===== src/rtl/gecko_writeback.sv =====
// gecko_writeback: arbitrates the execute, memory and system result streams
// into the single register-file write port, one result per cycle.
// Payload layout on every *_data input: {addr[4:0], speculative, value[31:0]}.
module gecko_writeback #(
  parameter bit FIXED_PRIORITY = 1'b0
) (
  input  logic        clk,
  input  logic        rst,
  input  logic        execute_result_valid,
  output logic        execute_result_ready,
  input  logic [37:0] execute_result_data,
  input  logic        memory_result_valid,
  output logic        memory_result_ready,
  input  logic [37:0] memory_result_data,
  input  logic        system_result_valid,
  output logic        system_result_ready,
  input  logic [37:0] system_result_data,
  input  logic        clear_speculative,
  output logic        reg_write_enable,
  output logic [4:0]  reg_write_addr,
  output logic [31:0] reg_write_value,
  output logic [1:0]  retired_instructions
);

  typedef enum logic [1:0] {
    SRC_EXECUTE = 2'd0,
    SRC_MEMORY  = 2'd1,
    SRC_SYSTEM  = 2'd2
  } source_t;

  source_t     rr_ptr;
  logic [2:0]  valid_vec;
  logic [2:0]  grant;
  logic [37:0] granted_data;
  logic        transfer;
  logic        keep_result;

  assign valid_vec = {system_result_valid, memory_result_valid, execute_result_valid};

  // Choose at most one source per cycle; nothing is granted while in reset.
  always_comb begin
    grant = 3'b000;
    if (FIXED_PRIORITY) begin
      if (valid_vec[2])      grant = 3'b100;
      else if (valid_vec[1]) grant = 3'b010;
      else if (valid_vec[0]) grant = 3'b001;
    end else begin
      case (rr_ptr)
        SRC_EXECUTE: begin
          if (valid_vec[0])      grant = 3'b001;
          else if (valid_vec[1]) grant = 3'b010;
          else if (valid_vec[2]) grant = 3'b100;
        end
        SRC_MEMORY: begin
          if (valid_vec[1])      grant = 3'b010;
          else if (valid_vec[2]) grant = 3'b100;
          else if (valid_vec[0]) grant = 3'b001;
        end
        SRC_SYSTEM: begin
          if (valid_vec[2])      grant = 3'b100;
          else if (valid_vec[0]) grant = 3'b001;
          else if (valid_vec[1]) grant = 3'b010;
        end
        default: grant = 3'b000;
      endcase
    end
    if (rst) grant = 3'b000;
  end

  assign execute_result_ready = grant[0];
  assign memory_result_ready  = grant[1];
  assign system_result_ready  = grant[2];
  assign transfer             = |grant;

  // Route the granted payload; a speculative result is dropped when a flush is requested.
  always_comb begin
    granted_data = '0;
    case (grant)
      3'b001:  granted_data = execute_result_data;
      3'b010:  granted_data = memory_result_data;
      3'b100:  granted_data = system_result_data;
      default: granted_data = '0;
    endcase
    keep_result = !(granted_data[32] && clear_speculative);
  end

  // Move the round-robin pointer to the source after the one just granted.
  always_ff @(posedge clk or posedge rst) begin
    if (rst) begin
      rr_ptr <= SRC_EXECUTE;
    end else if (transfer) begin
      case (grant)
        3'b001:  rr_ptr <= SRC_MEMORY;
        3'b010:  rr_ptr <= SRC_SYSTEM;
        3'b100:  rr_ptr <= SRC_EXECUTE;
        default: rr_ptr <= rr_ptr;
      endcase
    end
  end

  // Register the write port; x0 retires without writing, flushed results neither write nor retire.
  always_ff @(posedge clk or posedge rst) begin
    if (rst) begin
      reg_write_enable     <= 1'b0;
      reg_write_addr       <= 5'd0;
      reg_write_value      <= 32'd0;
      retired_instructions <= 2'd0;
    end else if (transfer) begin
      reg_write_enable     <= keep_result && (granted_data[37:33] != 5'd0);
      reg_write_addr       <= granted_data[37:33];
      reg_write_value      <= granted_data[31:0];
      retired_instructions <= {1'b0, keep_result};
    end else begin
      reg_write_enable     <= 1'b0;
      retired_instructions <= 2'd0;
    end
  end

endmodule


===== config.mk =====
export PLATFORM = sky130hd
export DESIGN_NAME = gecko_writeback
export DESIGN_NICKNAME = d
export VERILOG_FILES = /design/src/rtl/gecko_writeback.sv
export SDC_FILE = /design/constraint.sdc
export NUM_CORES = 1
export LEC_CHECK = 0
export ABC_AREA = 1
export ABC_CLOCK_PERIOD_IN_PS = 2800
export CAP_MARGIN = 10
export CORE_ASPECT_RATIO = 2
export CORE_MARGIN = 5
export CORE_UTILIZATION = 31
export CTS_CLUSTER_DIAMETER = 200
export CTS_CLUSTER_SIZE = 28
export DETAILED_ROUTE_END_ITERATION = 10
export HOLD_SLACK_MARGIN = 0.03
export PLACE_DENSITY = 0.75
export SLEW_MARGIN = 15
export SYNTH_ARGS = -nofsm -noshare
export SYNTH_HDL_FRONTEND = slang
export SYNTH_SLANG_ARGS = --single-unit

===== constraint.sdc =====
create_clock -name clk -period 2.8 [get_ports clk]
set_clock_uncertainty 0.2 [all_clocks]
set_input_delay 0.42 -clock clk [delete_from_list [all_inputs] [get_ports clk]]
set_output_delay 0.42 -clock clk [all_outputs]
set_load 0.02 [all_outputs]

==> results of run 1 <==
-- layer usage --
metal	vias to the layer above	share of wire, %
li1	1262	-
met1	1136	34
met2	151	48
met3	8	16
met4	0	2.1
met5	-	0
-- state kept, by name, summed over array words and instances (netlist names) --
| signal | count |
|---|---|
| rr_ptr | 2 |
| reg_write_enable | 1 |
| reg_write_addr | 5 |
| retired_instructions | 1 |
| reg_write_value | 32 |
-- logic make-up (layout without fill, tap and decap cells) --
kind of cell | after synthesis | after routing | synth area share, %
buf+inv | 28 | 190 | 5.827
other cells | 1 | 1 | 0.1747
compound gates | 12 | 12 | 4.021
flops | 41 | 41 | 47.79
simple gates | 211 | 211 | 42.19
-- per-stage QoR --
step | std cells | util, % | area [sq um] | power [mW]
after global placement | 538 | 56.77 | 3879 | 2.961
final | 545 | 58.85 | 4021 | 3.526
after detailed placement | 538 | 56.77 | 3879 | 2.997
after floorplan | 293 | - | 2151 | 2.000
after CTS | 545 | 58.85 | 4021 | 3.582
after global routing | 545 | 58.85 | 4021 | 3.787
-- worst paths after layout --
path | slack, ps | endpoint | start | cells past startpoint
max reg2reg | 680 | reg_write_value[13] | rr_ptr[0] | 10
min | 270 | reg_write_addr[1] | reg_write_addr[1] | 2
min reg2reg | 270 | reg_write_addr[1] | reg_write_addr[1] | 2
min in group asynchronous | 500 | reg_write_enable | rst | 3
max | 160 | memory_result_ready | system_result_valid | 7
max in group asynchronous | 1520 | reg_write_value[21] | rst | 3
-- power breakdown --
part           switching, mW  internal [mW]  total [mW]
Clock                  0.213          0.350       0.563
Sequential             0.172          0.888        1.06
Combinational           1.01          0.895        1.90
-- cells in the mapped netlist --
cell type / n / share of area [%]
nand3_1: 16 / 3.7
nand2_1: 148 / 26
nand2_2: 1 / 0.29
nor2_4: 1 / 0.52
nand4_1: 24 / 7.0
nand3_2: 1 / 0.47
conb_1: 1 / 0.17
a22oi_1: 9 / 3.1
buf_4: 2 / 0.70
inv_1: 12 / 2.1
o21ai_1: 2 / 0.47
o21ai_2: 1 / 0.41
dfrtp_1: 41 / 48
inv_2: 1 / 0.17
buf_2: 10 / 2.3
nor3_4: 1 / 0.76
clkbuf_1: 3 / 0.52
nor2_1: 17 / 3.0
nor2_2: 2 / 0.58
-- critical path, delay by kind of cell --
family / cells / cell delay (ps)
buffers and inverters: 3 / 1180
AND/OR/NAND/NOR: 4 / 420
-- layout make-up --
class | instances | area (sq um)
inverter | 13 | 52.55
clock buffer | 7 | 142.6
fill | 648 | 2811
timing repair buffer | 170 | 1692
multi-input combinational | 224 | 996.0
tap | 90 | 112.6
sequential | 41 | 1026
==> results.toml, run 1 <==
[setup_path]
cp.required_ps = 2180
crit_type = "input port to output port"
critPathLaunchType = "input port"
worstPathArrival_ps = 2020
slowest_delay_ps = 650
slowest_stage = "clkdlybuf4s50_1"
path_cells = "clkdlybuf4s50_1 -> nand2_1 -> nand2_1 -> nor2_1 -> nand2_2 -> inv_2 -> clkdlybuf4s50_1"
crit_path_end_kind = "output port"
cp_max_fo = 5

[synth]
syn_area_per_cell_sq_um = 7.328
synthCells = 293
ys_types = 19
syn_area_sq_mm = 0.002147
yosysWarningCount = 0
seq_area_frac_synth_pct = 47.79
yosys_register_bits = 41
synth_fp_nets = 413

[clock_network]
clk_latency_ps = 280
ctsHoldBuffers = 0
clk_path_buf_depth = 2
cts_setup_buffers = 0
cts_buffers = 5
clkTransAtPathRegs_ps = 50
cts_tree = "built"
htreeDepth = 2
postCtsResizedCells = 0
root_buffer = "clkbuf_16"
cts.sinks = 41

[die]
io_pins = 163
die_area_sq_mm = 0.008791
die_w_um = 68.85
die-height_um = 127.7
core_sq_mm = 0.006833
start_util_pct = 31.42
num_rows = 43

[placement]
io_buffers = 161
gp_congestion = 0.7846
hpwlAfterDp_mm = 6.498
dp_slack_ps = 162.9

[run]
maxCapViolations = 0

[global_routing]
grt_util_met3_pct = 10.26
grt_antenna_before_repair = 0
use_met2_pct = 31.53
grt-busiest-layer = "met2"
grt_max_degree = 42
grt_pass1_vias = 2499
grt_usage_pct = 18.35
grt_pass1_wl_mm = 11.80
grt_remaining_overflow = 0
use_met1_pct = 17.59

[timing]
post-route-period-util_pct = 94.26
timing.final.ws_setup_ps = 160.7
worst_pin_slew_ps = 532.8
tns_ps = 0
rsz0062_at_grt = "no"
hold_viol_final = 0
slew_headroom_pct = 64.48
finalCriticalPeriod_ps = 2639
holdWs_ps = 267.3
fmax_mhz = 378.9
slew_viol_final = 0
setup_viol = 0

[route]
drt_iter0_drc = 94
firstDrtPassIters = 4
vias_per_cell = 4.692
antenna_left = 0
via_count = 2557
totalWireLength_mm = 8.006
drc = 0
routedWlPerCell_um = 14.69

[layout]
syn_to_final_growth_pct = 87.30
antennaDiodeCount = 0
drive_above_1_share_pct = 5.275
mostFrequentLayoutCells = "clkdlybuf4s50_1, nand2_1, dfrtp_1, nand4_1, nor2_1"
final_common_cell = "clkdlybuf4s50_1"
num-nets-final = 575

[worst_hold_path]
hp-class = "flip-flop to flip-flop"

[pwr]
peakVddDrop_mv = 0.4391
powerDensity_mw_per_mm2 = 876.7
p_leak_nw = 1.771

[run_status]
outcome = "complete, no violations"
(Power assumes the default switching activity.)
==> run 2, diff against run 1 <==
--- a/config.mk
+++ b/config.mk
@@ -8,7 +8,7 @@
 export ABC_AREA = 1
 export ABC_CLOCK_PERIOD_IN_PS = 2800
 export CAP_MARGIN = 10
-export CORE_ASPECT_RATIO = 2
+export CORE_ASPECT_RATIO = 0.6
 export CORE_MARGIN = 5
 export CORE_UTILIZATION = 31
 export CTS_CLUSTER_DIAMETER = 200
==> results.toml, run 2 (synthesis results as in run 1) <==
[setup_path]
cp.required_ps = 2180
crit_path_end_kind = "output port"
crit_type = "input port to output port"
reg2reg_slack_ps = 650
cp_max_fo = 3
critPathLaunchType = "input port"
worstPathArrival_ps = 1980

[route]
antenna_left = 0
totalWireLength_mm = 8.018
via_count = 2538
drc = 0
vias_per_cell = 4.674
drt_iter0_drc = 85
firstDrtPassIters = 5
routedWlPerCell_um = 14.77

[die]
start_util_pct = 32.02
core_sq_mm = 0.006705
die_area_sq_mm = 0.008745
num_rows = 23
io_pins = 163
die-height_um = 74.47
die_w_um = 117.4

[timing]
finalCriticalPeriod_ps = 2600
hold_viol_final = 0
rsz0062_at_grt = "no"
setup_viol = 0
tns_ps = 0
post-route-period-util_pct = 92.85
fmax_mhz = 384.7
slew_viol_final = 0

[run]
maxCapViolations = 0

[placement]
gp_congestion = 0.9238
io_buffers = 161
placed_cells = 535
hpwlAfterDp_mm = 6.462

[global_routing]
grt_remaining_overflow = 0
grt_usage_pct = 18.15
grt_max_degree = 38
grt_pass1_wl_mm = 12.79
grt_antenna_before_repair = 0
grt_pass1_vias = 2640

[clock_network]
root_buffer = "clkbuf_16"
cts_buffers = 5
cts_setup_buffers = 0
clkTransAtPathRegs_ps = 50
cts.sinks = 41
cts_tree = "built"
clk_latency_ps = 270
clk_path_buf_depth = 2
postCtsResizedCells = 0
ctsHoldBuffers = 0
htreeDepth = 2

[layout]
reg_top3 = "reg_write_value (32), reg_write_addr (5), rr_ptr (2)"
final_common_cell = "clkdlybuf4s50_1"
antennaDiodeCount = 0
syn_to_final_growth_pct = 87.24
multi_input_area_sq_mm = 0.001001
mostFrequentLayoutCells = "clkdlybuf4s50_1, nand2_1, dfrtp_1, nand4_1, nor2_1"
num-nets-final = 575
instances_no_fill = 543
drive_above_1_share_pct = 5.702
seq_area_sq_mm = 0.001026
nFillCells = 630
largest_register_ffs = 32
largest_register = "reg_write_value"

[pwr]
peakVddDrop_mv = 0.6067
p_leak_nw = 1.772
powerDensity_mw_per_mm2 = 876.6

[worst_hold_path]
hp-class = "flip-flop to flip-flop"

[run_status]
outcome = "complete, no violations"
[run 2: cell types whose count changed in the layout (fill, tap and decap cells not counted)]
cell / before / now
clkinv_2: 0 / 1
nor2_4: 1 / 2
nor2_2: 2 / 1
buf_4: 8 / 9
buf_12: 1 / 0
clkinv_4: 0 / 1
clkbuf_1: 1 / 0
[run 2: layout make-up]
cell class | instances | share of cell area (%)
repair buffers | 170 | 41.77
clock buffers | 6 | 3.455
multi-input cells | 224 | 24.90
flip-flops and latches | 41 | 25.52
clock inverters | 2 | 0.3424
inverters | 13 | 1.307
well taps | 87 | 2.708
[run 2: power breakdown]
group	leakage, nW	switching (mW)	internal (mW)
Sequential	0.502	0.163	0.888
Clock	0.0768	0.215	0.354
Combinational	1.19	1.02	0.883
Total	1.77	1.40	2.12
[run 2: worst max-delay path: stages]
cell             delay (ps)
clkdlybuf4s50_1         470
inv_1                   100
nand2_1                  50
nand2_1                  90
nand2_1                 100
nor2_4                  130
clkdlybuf4s50_1         620
[run 2: through the flow]
stage	setup WS, ps	utilization [%]	total power, mW	hold slack, ps	area, sq um
3_3_place_gp	225.8	57.68	2.949	257.1	3867
5_1_grt	68.47	59.96	3.777	294.0	4020
3_5_place_dp	201.0	57.68	2.987	267.9	3867
2_1_floorplan	407.0	-	2.000	221.9	2151
6_report	200.3	59.96	3.524	277.8	4020
4_1_cts	193.6	59.96	3.579	284.9	4020
[run 2: per-layer routing]
layer | vias to the layer above | wire, um | global-route usage, %
met2 | 119 | 3651 | 29.76
met5 | - | 0 | 0
met1 | 1142 | 3504 | 22.65
met3 | 12 | 753 | 7.599
li1 | 1265 | - | -
met4 | 0 | 108 | 4.376
[run 2: worst paths after layout]
path,start,to,cells after the start
setup reg to reg,rr_ptr[0],reg_write_value[21],9
max in group asynchronous,rst,reg_write_addr[0],3
hold / removal,reg_write_value[20],reg_write_value[20],2
min in group asynchronous,rst,reg_write_value[19],3
setup / recovery,execute_result_valid,system_result_ready,7
hold reg to reg,reg_write_value[20],reg_write_value[20],2
